--- config.mk ---
export PLATFORM = sky130hd
export DESIGN_NAME = int_exec_unit
export DESIGN_NICKNAME = d
export VERILOG_FILES = /design/src/rtl/int_exec_unit_pkg.sv /design/src/rtl/int_exec_unit_alu.sv /design/src/rtl/int_exec_unit.sv
export SDC_FILE = /design/constraint.sdc
export NUM_CORES = 2
export LEC_CHECK = 0
export ABC_CLOCK_PERIOD_IN_PS = 9050
export CAP_MARGIN = 20
export CORE_MARGIN = 8
export CORE_UTILIZATION = 58
export CTS_BUF_LIST = sky130_fd_sc_hd__clkbuf_16
export CTS_CLUSTER_SIZE = 25
export DETAILED_ROUTE_END_ITERATION = 7
export PLACE_DENSITY = 0.77
export SLEW_MARGIN = 5
export SYNTH_ARGS = -nofsm -noshare
export SYNTH_HDL_FRONTEND = slang
export SYNTH_SLANG_ARGS = --single-unit
--- constraint.sdc ---
create_clock -name clk -period 9.05 [get_ports clk]
set_input_delay 1.3575 -clock clk [delete_from_list [all_inputs] [get_ports clk]]
set_output_delay 1.3575 -clock clk [all_outputs]
set_load 0.01 [all_outputs]
--- src/rtl/int_exec_unit_pkg.sv ---
// Shared types and constants for the integer execution unit.
package int_exec_unit_pkg;

    localparam int unsigned DATA_W = 32;
    localparam int unsigned TAG_W  = 6;
    // Wide enough for MUL_LAT-1 with MUL_LAT up to 15.
    localparam int unsigned CNT_W  = 4;

    typedef enum logic [2:0] {
        OpAdd = 3'b000,
        OpSub = 3'b001,
        OpAnd = 3'b010,
        OpOr  = 3'b011,
        OpXor = 3'b100,
        OpSll = 3'b101,
        OpSrl = 3'b110,
        OpMul = 3'b111
    } alu_op_t;

    typedef enum logic [1:0] {
        StIdle = 2'b00,
        StExec = 2'b01,
        StWb   = 2'b10
    } exu_state_t;

endpackage

--- src/rtl/int_exec_unit_alu.sv ---
// Purely combinational integer ALU, including the low half of an unsigned multiply.
module int_alu
    import int_exec_unit_pkg::*;
#(
    parameter int unsigned DATA_W = int_exec_unit_pkg::DATA_W
) (
    input  logic [DATA_W-1:0] a,
    input  logic [DATA_W-1:0] b,
    input  alu_op_t           op,
    output logic [DATA_W-1:0] result
);

    // Decode the opcode into one result; arithmetic wraps, no flags.
    always_comb begin
        result = '0;
        unique case (op)
            OpAdd:   result = a + b;
            OpSub:   result = a - b;
            OpAnd:   result = a & b;
            OpOr:    result = a | b;
            OpXor:   result = a ^ b;
            OpSll:   result = a << b[4:0];
            OpSrl:   result = a >> b[4:0];
            OpMul:   result = a * b;
            default: result = '0;
        endcase
    end

endmodule

--- src/rtl/int_exec_unit.sv ---
// Integer execution unit: accepts from the issue queue, computes, holds the result
// and requests the CDB until granted. MUL takes MUL_LAT cycles, everything else one.
module int_exec_unit
    import int_exec_unit_pkg::*;
#(
    parameter int unsigned DATA_W  = int_exec_unit_pkg::DATA_W,
    parameter int unsigned TAG_W   = int_exec_unit_pkg::TAG_W,
    parameter int unsigned MUL_LAT = 3
) (
    input  logic              clk,
    input  logic              reset,
    input  logic              issueque_ready,
    input  logic [DATA_W-1:0] issueque_rs_data,
    input  logic [DATA_W-1:0] issueque_rt_data,
    input  logic [TAG_W-1:0]  issueque_rd_tag,
    input  logic [2:0]        issueque_opcode,
    output logic              issueblk_done,
    output logic              exu_cdb_req,
    output logic [TAG_W-1:0]  exu_cdb_tag,
    output logic [DATA_W-1:0] exu_cdb_data,
    input  logic              cdb_grant,
    output logic              exu_busy
);

    exu_state_t        state_q, state_d;
    logic [CNT_W-1:0]  cnt_q, cnt_d;
    logic [DATA_W-1:0] opa_q, opa_d, opb_q, opb_d;
    logic [TAG_W-1:0]  tag_q, tag_d;
    logic [DATA_W-1:0] data_q, data_d;

    logic              accept;
    alu_op_t           op_in;
    alu_op_t           alu_op;
    logic [DATA_W-1:0] alu_a, alu_b, alu_res;

    assign op_in  = alu_op_t'(issueque_opcode);
    // A held result frees the unit in the same cycle it is granted, so back-to-back works.
    assign accept = issueque_ready &
                    ((state_q == StIdle) | ((state_q == StWb) & cdb_grant));

    // In EXEC the ALU finishes the latched MUL; otherwise it sees the issue bus directly.
    always_comb begin
        alu_a  = issueque_rs_data;
        alu_b  = issueque_rt_data;
        alu_op = op_in;
        if (state_q == StExec) begin
            alu_a  = opa_q;
            alu_b  = opb_q;
            alu_op = OpMul;
        end
    end

    int_alu #(
        .DATA_W (DATA_W)
    ) u_alu (
        .a      (alu_a),
        .b      (alu_b),
        .op     (alu_op),
        .result (alu_res)
    );

    // Next-state logic for the FSM, MUL counter and result registers.
    always_comb begin
        state_d = state_q;
        cnt_d   = cnt_q;
        opa_d   = opa_q;
        opb_d   = opb_q;
        tag_d   = tag_q;
        data_d  = data_q;
        unique case (state_q)
            StIdle, StWb: begin
                if (accept) begin
                    tag_d = issueque_rd_tag;
                    if (op_in == OpMul && MUL_LAT > 1) begin
                        opa_d   = issueque_rs_data;
                        opb_d   = issueque_rt_data;
                        cnt_d   = CNT_W'(MUL_LAT - 1);
                        state_d = StExec;
                    end else begin
                        data_d  = alu_res;
                        state_d = StWb;
                    end
                end else if (state_q == StWb && cdb_grant) begin
                    state_d = StIdle;
                end
            end
            StExec: begin
                if (cnt_q == '0) begin
                    data_d  = alu_res;
                    state_d = StWb;
                end else begin
                    cnt_d = cnt_q - 1'b1;
                end
            end
            default: state_d = StIdle;
        endcase
    end

    // State registers; reset drops any in-flight result.
    always_ff @(posedge clk or posedge reset) begin
        if (reset) begin
            state_q <= StIdle;
            cnt_q   <= '0;
            opa_q   <= '0;
            opb_q   <= '0;
            tag_q   <= '0;
            data_q  <= '0;
        end else begin
            state_q <= state_d;
            cnt_q   <= cnt_d;
            opa_q   <= opa_d;
            opb_q   <= opb_d;
            tag_q   <= tag_d;
            data_q  <= data_d;
        end
    end

    assign issueblk_done = accept;
    assign exu_cdb_req   = (state_q == StWb);
    assign exu_cdb_tag   = tag_q;
    assign exu_cdb_data  = data_q;
    assign exu_busy      = (state_q != StIdle);

endmodule

==> metrics.md <==
| Metric | Value |
|---|---|
| Status | `complete, no violations` |
| DIE AREA | `~55,000 µm²` |
| Drt drc | `0` |
| Cells after synthesis | `approximately 3,300` |
| Slowest cell on the critical path | `fa_1` |
| Clock Pin Slew Worst Setup and Hold Paths | `~0.09 ns` |
| Hpwl dp | `103,700 µm` |
| Final Hold Vio Count | `0` |
| Asr flop ratio synth | `1.000` |
| # rows | `80` |
| R2r worst-path depth | `29` |
| Final setup viols | `0` |
| Overall routing resource usage | `0.4631` |
| Initial antenna violation count | `6` |
| Worst Path Max Fanout | `11` |
| Max-Cap Viols | `0` |
| Die height | `about 230 µm` |
| Vias per cell | `6.711` |
| TritonCTS clock tree | `done` |
| Inserted Clock Buffers | `9` |
| Deepest clock path buffer count | `2` |
| DRT Pass-1 Iters | `8` |
| Final worst-path cycle share | `0.9852` |
| Minimum clock period | `8.916 ns` |
| Final ANT Viol Nets | `0` |
| Setup crit end kind | `register` |
| Post-synth cell types | `93` |
| Commonest non-fill, non-tap cells in the layout | `453 x nor2_1, 441 x inv_1, 408 x fa_1` |
| Clock Sinks | `108` |
| Clock Skews | `0.02559 ns` |
| Mapped cell area | `~28,000 µm²` |
| Die Width | `234.9 µm` |
| Synth warnings | `0` |
| H-tree levels | `3` |
| Seq cells post-synth | `108` |
| Number of global-route vias before repair | `28,770` |
| Post-synthesis sequential area ratio | `0.09729` |
| Commonest non-fill, non-tap cell in the layout | `nor2_1` |
| Worst R2R End | `exu_cdb_data[31]` |
| Pin count of the biggest net entering global routing | `between 60 and 70` |
| CTS root buffer | `clkbuf_16` |
| Required @ worst endpoint | `~9.4 ns` |
| Global-route wire length before repair | `188,700 µm` |
| Layout area overhead | `15.05%` |
| Slew @ Worst Pin | `1.148 ns` |
| Port bufs | `117` |
| Wire per inst | `31.29 µm` |
| Hold Crit Class | `reg2reg` |
| Hold Crit Start | `exu_cdb_data[9]` |
| Finished Cell Area | `31,960 µm²` |
| CP max stage delay | `0.55 ns` |
| Core area | `47,550 µm²` |
| Total number of vias | `27,960` |
| Initial Util | `0.5843` |
| Worst Path Arrival | `9.24 ns` |
| R2R Path Start | `state_q[1]` |
| Critical path launch point type | `primary input` |
| # hold bufs at CTS | `0` |
| Slew headroom | `0.2127` |
| Hold Crit Endpoint | `exu_cdb_data[9]` |
| Syn_nets | `3,977` |
| Worst hold stages | `1` |
| Slew Limit Fails | `0` |
| Post-synth EDFFs | `0` |
| Kind of critical path | `in2reg` |
| I/O pins | `118` |
| Routed wire length | `130,400 µm` |
| Share of layout cells above drive strength 1 | `0.1487` |
| Final #Nets | `4,246` |
| Initial DRC Count | `3,715` |
| Reg2Reg Setup Slack | `0.23 ns` |
| Avg Cell Area, Syn | `8.498 µm²` |
| Post-synth top flop | `dfrtp_1` |
| Clk Latency, worst-skew pair | `0.40 ns` |
| CP most frequent cell | `fa_1` |
| Gr ovfl total | `0` |
| Post-DP Area | `31,420 µm²` |
| Max Clk Rate | `0.1122 GHz` |
| Final GP Congestion | `1.129` |
-- logic make-up after synthesis --
family	share of synthesized area
AOI/OAI and AO/OA	0.1294
buffers and inverters	0.09441
and+or+nand+nor	0.1462
muxes	0.09369
xor gates and xnor gates	0.04428
adders and majority gates	0.3947
DFF	0.09729
-- state kept, by name (all words and copies together), names as in the netlist --
| name | count |
|---|---|
| cnt_q | 4 |
| opb_q | 32 |
| exu_cdb_data | 32 |
| opa_q | 32 |
| state_q | 2 |
| exu_cdb_tag | 6 |
-- routing by layer --
layer  track usage  part of all wire
met3        0.1729              0.15
met5             0           0.00042
met2        0.6673              0.41
met4        0.3577              0.10
met1        0.5567              0.34
-- critical path, delay by kind of cell --
kind | cells | cell delay (ns)
AOI/OAI and AO/OA | 8 | 1.56
buffers and inverters | 9 | 1.51
adders and majority gates | 9 | 3.78
xor gates and xnor gates | 1 | 0.41
and+or+nand+nor | 2 | 0.17
muxes | 1 | 0.41
-- how the worst max path moves through the flow --
stage                               from                to  slack, ns  cells past startpoint
floorplan            issueque_rt_data[3]  exu_cdb_data[31]       0.06                     28
global placement     issueque_rs_data[1]  exu_cdb_data[21]      -0.17                     29
detailed placement   issueque_rs_data[8]  exu_cdb_data[21]      -0.27                     28
CTS                           state_q[1]  exu_cdb_data[21]       0.06                     29
global route        issueque_rs_data[12]  exu_cdb_data[31]      -0.03                     25
finish               issueque_rs_data[9]  exu_cdb_data[31]       0.13                     30
-- through the flow --
step / hold WS, ns / setup slack, ns / cells / util / TNS [ns]
4_1_cts: 0.4860 / 0.06497 / 4144 / 0.6679 / 0
2_1_floorplan: 0.4734 / 0.05575 / 3269 / - / 0
6_report: 0.4879 / 0.1335 / 4167 / 0.6722 / 0
3_5_place_dp: 0.4648 / -0.2744 / 4128 / 0.6608 / -1.482
3_3_place_gp: 0.4615 / -0.1743 / 4128 / 0.6608 / -0.3793
5_1_grt: 0.4913 / -0.03296 / 4158 / 0.6717 / -0.03296
-- timing repair --
item	4_1_cts	5_1_grt
setup buffers	0	10
gates resized for setup	0	16
setup endpoints to repair	0	13
-- synthesized netlist by cell type, types with 6 or more instances --
| cell type | number | share of area |
|---|---|---|
| nor3_1 | 24 | 0.0043 |
| xnor3_1 | 6 | 0.0049 |
| buf_2 | 35 | 0.0063 |
| nor2_1 | 454 | 0.061 |
| and3_1 | 10 | 0.0023 |
| buf_4 | 10 | 0.0027 |
| a221oi_1 | 18 | 0.0057 |
| inv_2 | 9 | 0.0012 |
| clkbuf_1 | 96 | 0.013 |
| buf_1 | 33 | 0.0045 |
| o21ai_0 | 119 | 0.021 |
| or3_1 | 9 | 0.0020 |
| mux2i_2 | 9 | 0.0045 |
| o21a_1 | 12 | 0.0032 |
| mux2_2 | 102 | 0.041 |
| xor2_1 | 17 | 0.0054 |
| dfrtp_1 | 108 | 0.097 |
| nand3_1 | 38 | 0.0068 |
| nor2b_1 | 12 | 0.0027 |
| ha_1 | 222 | 0.10 |
| o221ai_1 | 8 | 0.0025 |
| o211ai_1 | 38 | 0.010 |
| a21o_1 | 29 | 0.0078 |
| a21oi_1 | 111 | 0.020 |
| o21ai_1 | 20 | 0.0036 |
| o31ai_1 | 6 | 0.0016 |
| xnor2_1 | 108 | 0.034 |
| nand2_1 | 362 | 0.049 |
| buf_6 | 11 | 0.0045 |
| fa_1 | 409 | 0.29 |
| a31oi_1 | 28 | 0.0063 |
| o311ai_0 | 8 | 0.0025 |
| inv_1 | 443 | 0.060 |
| o21bai_1 | 7 | 0.0019 |
| nand2b_1 | 15 | 0.0034 |
| o2111ai_1 | 13 | 0.0041 |
| mux2i_1 | 113 | 0.041 |
| a22oi_1 | 18 | 0.0049 |
| a211oi_1 | 34 | 0.0092 |
| o22ai_1 | 10 | 0.0023 |
| and2_1 | 6 | 0.0014 |
| clkinv_1 | 7 | 0.00095 |
-- cell type report --
cell class / count / area, µm²
repair buffers: 445 / 3806
multi-input cells: 2513 / 22580
fillers: 3710 / 15580
clock inverters: 7 / 108.9
flip-flops and latches: 108 / 2703
clock buffers: 9 / 225.2
diodes: 9 / 22.52
inverters: 461 / 1748
well taps: 615 / 769.5
Power is left out: the tool's default activity adds up to more than one toggle a clock period on the data nets, which glitch-free logic cannot reach.
